<file path="config.mk">
export PLATFORM = sky130hd
export DESIGN_NAME = fetch_instr_queue
export DESIGN_NICKNAME = d
export VERILOG_FILES = /design/src/rtl/fetch_instr_queue.sv
export SDC_FILE = /design/constraint.sdc
export NUM_CORES = 1
export LEC_CHECK = 0
export ABC_CLOCK_PERIOD_IN_PS = 7510
export CAP_MARGIN = 30
export CORE_UTILIZATION = 50
export CTS_CLUSTER_DIAMETER = 200
export DETAILED_ROUTE_END_ITERATION = 10
export GPL_TIMING_DRIVEN = 0
export PLACE_DENSITY = 0.7
export SETUP_SLACK_MARGIN = 0.02
export SYNTH_ARGS = -nofsm -noshare
export SYNTH_HDL_FRONTEND = slang
export SYNTH_SLANG_ARGS = --single-unit
</file>
<file path="constraint.sdc">
create_clock -name clk -period 7.51 [get_ports clk]
set_input_delay 0.751 -clock clk [delete_from_list [all_inputs] [get_ports clk]]
set_output_delay 0.751 -clock clk [all_outputs]
set_load 0.02 [all_outputs]
</file>
<file path="src/rtl/fetch_instr_queue.sv">
// Dual-port in-order instruction queue between fetch validation and dual-issue decode.
// Accepts up to two instructions per cycle and presents the two oldest entries.
module fetch_instr_queue #(
    parameter int DEPTH = 8,
    parameter int CW    = $clog2(DEPTH) + 1
) (
    input  logic          clk,
    input  logic          rst_n,
    input  logic          flush,
    input  logic [1:0]    in_vld,
    input  logic [31:0]   in_pc,
    input  logic [63:0]   in_instr,
    output logic          in_ready,
    output logic [1:0]    out_vld,
    output logic [31:0]   out_pc0,
    output logic [31:0]   out_instr0,
    output logic [31:0]   out_pc1,
    output logic [31:0]   out_instr1,
    input  logic [1:0]    out_ready,
    output logic [CW-1:0] count
);

    localparam int AW = $clog2(DEPTH);

    logic [31:0]   pc_mem_q    [DEPTH];
    logic [31:0]   instr_mem_q [DEPTH];
    logic [AW-1:0] head_q, head_d, tail_q, tail_d;
    logic [AW-1:0] head_p1, tail_p1;
    logic [CW-1:0] count_q, count_d;
    logic [CW-1:0] push_n, pop_n;
    logic          push_en, pop0, pop1;

    // Room for a full dual push is required, so a held fetch word never splits.
    assign in_ready   = (count_q <= CW'(DEPTH - 2));
    assign out_vld[0] = (count_q != '0);
    assign out_vld[1] = (count_q >= CW'(2));
    assign count      = count_q;

    assign head_p1 = head_q + AW'(1);
    assign tail_p1 = tail_q + AW'(1);

    assign out_pc0    = out_vld[0] ? pc_mem_q[head_q]     : '0;
    assign out_instr0 = out_vld[0] ? instr_mem_q[head_q]  : '0;
    assign out_pc1    = out_vld[1] ? pc_mem_q[head_p1]    : '0;
    assign out_instr1 = out_vld[1] ? instr_mem_q[head_p1] : '0;

    assign pop0    = out_vld[0] & out_ready[0];
    assign pop1    = pop0 & out_vld[1] & out_ready[1];
    assign push_en = in_ready & ~flush;

    always_comb begin
        push_n  = '0;
        pop_n   = CW'(pop0) + CW'(pop1);
        if (push_en) begin
            push_n = CW'(in_vld[0]) + CW'(in_vld[1]);
        end
        head_d  = head_q + AW'(pop0) + AW'(pop1);
        tail_d  = tail_q + push_n[AW-1:0];
        count_d = count_q + push_n - pop_n;
        if (flush) begin
            head_d  = '0;
            tail_d  = '0;
            count_d = '0;
        end
    end

    always_ff @(posedge clk or negedge rst_n) begin
        if (!rst_n) begin
            head_q  <= '0;
            tail_q  <= '0;
            count_q <= '0;
        end else begin
            head_q  <= head_d;
            tail_q  <= tail_d;
            count_q <= count_d;
        end
    end

    // Storage carries no reset; occupancy alone qualifies its contents.
    always_ff @(posedge clk) begin
        if (push_en) begin
            case (in_vld)
                2'b11: begin
                    pc_mem_q[tail_q]     <= in_pc;
                    instr_mem_q[tail_q]  <= in_instr[31:0];
                    pc_mem_q[tail_p1]    <= in_pc + 32'd4;
                    instr_mem_q[tail_p1] <= in_instr[63:32];
                end
                2'b10: begin
                    pc_mem_q[tail_q]    <= in_pc;
                    instr_mem_q[tail_q] <= in_instr[63:32];
                end
                2'b01: begin
                    pc_mem_q[tail_q]    <= in_pc;
                    instr_mem_q[tail_q] <= in_instr[31:0];
                end
                default: ;
            endcase
        end
    end

    a_count_bound: assert property (@(posedge clk) disable iff (!rst_n)
        count_q <= CW'(DEPTH));
    a_ptr_consistent: assert property (@(posedge clk) disable iff (!rst_n)
        (tail_q - head_q) == count_q[AW-1:0]);

endmodule

</file>
==> run metrics <==
total track usage=0.3087; DR DRC count=0; fin worst setup slack=2.082 ns; Die W=250.6 um; PortBufs=around 220; R2R Setup Slk=3.73 ns; period utilization=0.7228; critical path launch point type=flop; RSZ-0062 raised after global routing=no; Detail Route Antenna Nets=0; clock buffer depth=3; placer congestion estimate=0.8311; Fill cells=4558; min Tclk post-route=5.428 ns; Crit Path Max Fanout=10; pin count of the biggest net entering global routing=22; Hold Crit Class=input pin to asynchronous set/reset pin; Rows=90; Seq/Total Area, Yosys=0.5058; Peak supply drop=0.0003104 V; Die Area=roughly 63000 um2; reg2reg end=pc_mem_q[3][3]; final net count=2651; clk root buf=clkbuf_16; Hold Vio Cnt, Final=0; Mapped Avg Cell Area=14.10 um2; CTS tree=done; CORE AREA=about 61000 um2; Initial Utilization=0.5090; NetSw=between 0.004 and 0.005 W; initial antenna violation count=7; Fin Hold WS=0.4496 ns; yosys warns=0; clock skew=0.02503 ns; Setup crit start=head_q[1]; clk_lat worst skew=0.65 ns; Leak Pwr=12.00 nW; reg-to-reg critical path startpoint=count[2]; max frequency=184.2 MHz; Worst Setup End Kind=output pin; cts repair resizes=0; share of layout cells above drive strength 1=0.2579; first-pass GRT wire length=~140 mm; Setup Crit Path Kind=flop to output pin; via count of the first global-routing pass=21.76k; # setup viols final=0; dpl hpwl=66.85 mm; P per Cell Area=341.9 nW/um2; via count=21.31k; clk sinks=around 520; DR WL/cell=28.91 um; Design Power=about 0.013 W; internal power=just under 0.008 W; Sw Ratio=0.3776; Distinct cells, synth=44; Iteration-0 DRC Markers=2418; flop and latch count out of synthesis=522; Area Overhead vs Synth=20.04%; power share of the sequential group=0.272; Req. time, crit path=6.76 ns; Clk pin slew, worst setup/hold paths=roughly 0.060 ns; Synth Cell Area=30890 um2; R2R depth=10; Ports=238; pre-CTS setup slack=2.812 ns; worst-case headroom to the max-slew limit=0.2773; status=completed; Max-cap violations=0; worst slew pin tran=1.084 ns; 1st-pass router iterations=5; Die Height=250.6 um; Post-Route WL=97.35 mm; Synthesized Nets=2313; Comb pwr share=0.502; H-tree levels=2; Final Max Slew Viols=0; CP Data Arrival Time=4.68 ns; crit path to=out_instr1[26]; Fin Setup TNS=0 ns; cts bufs inserted=59; total grt overflow=0; drt via density=roughly 6.3; final core utilization=0.6110; CTS Hold Bufs=0; setup bufs post-CTS=0; clock share of power=0.226; post-synthesis cell count=2191
## worst max-delay path, stage by stage, from the launching register on
cell and delay [ns]:
dfrtp_1 0.45, ha_1 0.38, buf_2 0.44, clkbuf_1 0.70
buf_1 0.74, mux4_2 0.34, nand2_1 0.05, a21oi_1 0.26
clkdlybuf4s50_1 0.67
## layout make-up
cell class / count / area [um2] / area share
Antenna cell: 6 / 15.01 / 0.0004049
Buffer: 190 / 852.1 / 0.02298
Clock buffer: 71 / 1551 / 0.04184
Clock inverter: 40 / 329.1 / 0.008874
Inverter: 20 / 75.07 / 0.002024
Multi-Input combinational cell: 1459 / 14440 / 0.3893
Sequential cell: 522 / 15630 / 0.4214
Tap cell: 782 / 978.4 / 0.02639
Timing Repair Buffer: 277 / 3222 / 0.08688
## worst min path at each step
stage	startpoint	endpoint	slack [ns]
floorplan	rst_n	count[0]	0.46
global placement	tail_q[2]	tail_q[2]	0.68
detailed placement	count[1]	count[0]	0.71
CTS	rst_n	count[0]	0.44
global route	rst_n	head_q[2]	0.47
finish	rst_n	count[0]	0.45
## power by group through the flow
stage / logic [W] / clock network, W / registers (W)
after floorplan: 0.00370 / 0 / 0.00352
after global placement: 0.00608 / 0 / 0.00356
after detailed placement: 0.00631 / 0 / 0.00351
after CTS: 0.00634 / 0.00287 / 0.00345
after global routing: 0.00663 / 0.00298 / 0.00346
final: 0.00636 / 0.00287 / 0.00345
## through the flow
stage	std cells	area, um2
6_report	3367	37080
3_5_place_dp	3246	35130
3_3_place_gp	3196	34100
5_1_grt	3365	37080
4_1_cts	3357	37010
2_1_floorplan	2191	30890
## metal layers
layer,part of all wire,wire (um),track usage,up-vias
met3,0.093,9035,0.04863,244
met1,0.37,36270,0.4009,10881
met2,0.49,48020,0.5196,1249
li1,-,-,-,8930
met5,0.00040,39,0,-
met4,0.041,3984,0.1239,6
## flip-flops by register name (all words and copies together) (netlist names)
signal and cells:
tail_q 3, pc_mem_q 256, count 4, instr_mem_q 256
head_q 3
## cell usage in the layout (no fill, tap or decap), drive strengths merged, types with 2 or more instances in the layout
cell type / netlist / layout
a21oi: 65 / 65
and2: 5 / 5
and3: 11 / 11
and3b: 2 / 2
and4: 2 / 2
buf: 86 / 140
bufinv: 0 / 5
clkbuf: 104 / 175
clkdlybuf4s50: 0 / 223
clkinv: 0 / 28
clkinvlp: 0 / 3
dfrtp: 10 / 10
diode: 0 / 6
edfxtp: 512 / 512
fa: 5 / 5
ha: 14 / 14
inv: 20 / 24
mux2: 256 / 256
mux2i: 65 / 65
mux4: 256 / 256
nand2: 320 / 320
nand2b: 3 / 3
nand3: 19 / 19
nand4: 7 / 7
nor2: 152 / 152
nor2b: 6 / 6
nor3: 6 / 6
nor3b: 3 / 3
nor4: 3 / 3
o21ai: 6 / 6
o31ai: 2 / 2
or2: 6 / 6
or3: 2 / 2
xnor2: 174 / 174
xor2: 66 / 66
## Yosys cell counts (all sizes together)
cell | count | area [um2]
nor3b | 3 | 32.53
xnor2 | 174 | 1524
and4 | 2 | 17.52
mux4 | 256 | 5766
o31ai | 2 | 15.01
nor2 | 152 | 580.6
xor2 | 66 | 578.1
nand4 | 7 | 50.05
ha | 14 | 175.2
fa | 5 | 100.1
nor3 | 6 | 35.03
mux2i | 65 | 650.6
nand2 | 320 | 1201
or2 | 6 | 37.53
and2 | 5 | 31.28
a21oi | 65 | 325.3
nor4b | 1 | 23.77
a21o | 1 | 7.510
inv | 20 | 75.07
nand3b | 1 | 7.510
dfrtp | 10 | 250.2
nor2b | 6 | 37.54
and3b | 2 | 17.52
mux2 | 256 | 2883
buf | 86 | 455.4
edfxtp | 512 | 15370
o21ai | 6 | 30.03
clkbuf | 104 | 396.6
or3 | 2 | 12.51
nor4 | 3 | 18.77
nand3 | 19 | 95.09
and3 | 11 | 68.82
nand2b | 3 | 18.77
## cells by family after synthesis
kind of cell,after synthesis,synth area share
AOI/OAI and AO/OA,74,0.01223
xor gates and xnor gates,240,0.06804
adders and majority gates,19,0.008911
buffers and inverters,210,0.03001
DFF,522,0.5058
muxes,577,0.3010
and+or+nand+nor,549,0.07400
Power figures use the tool's default switching activity.
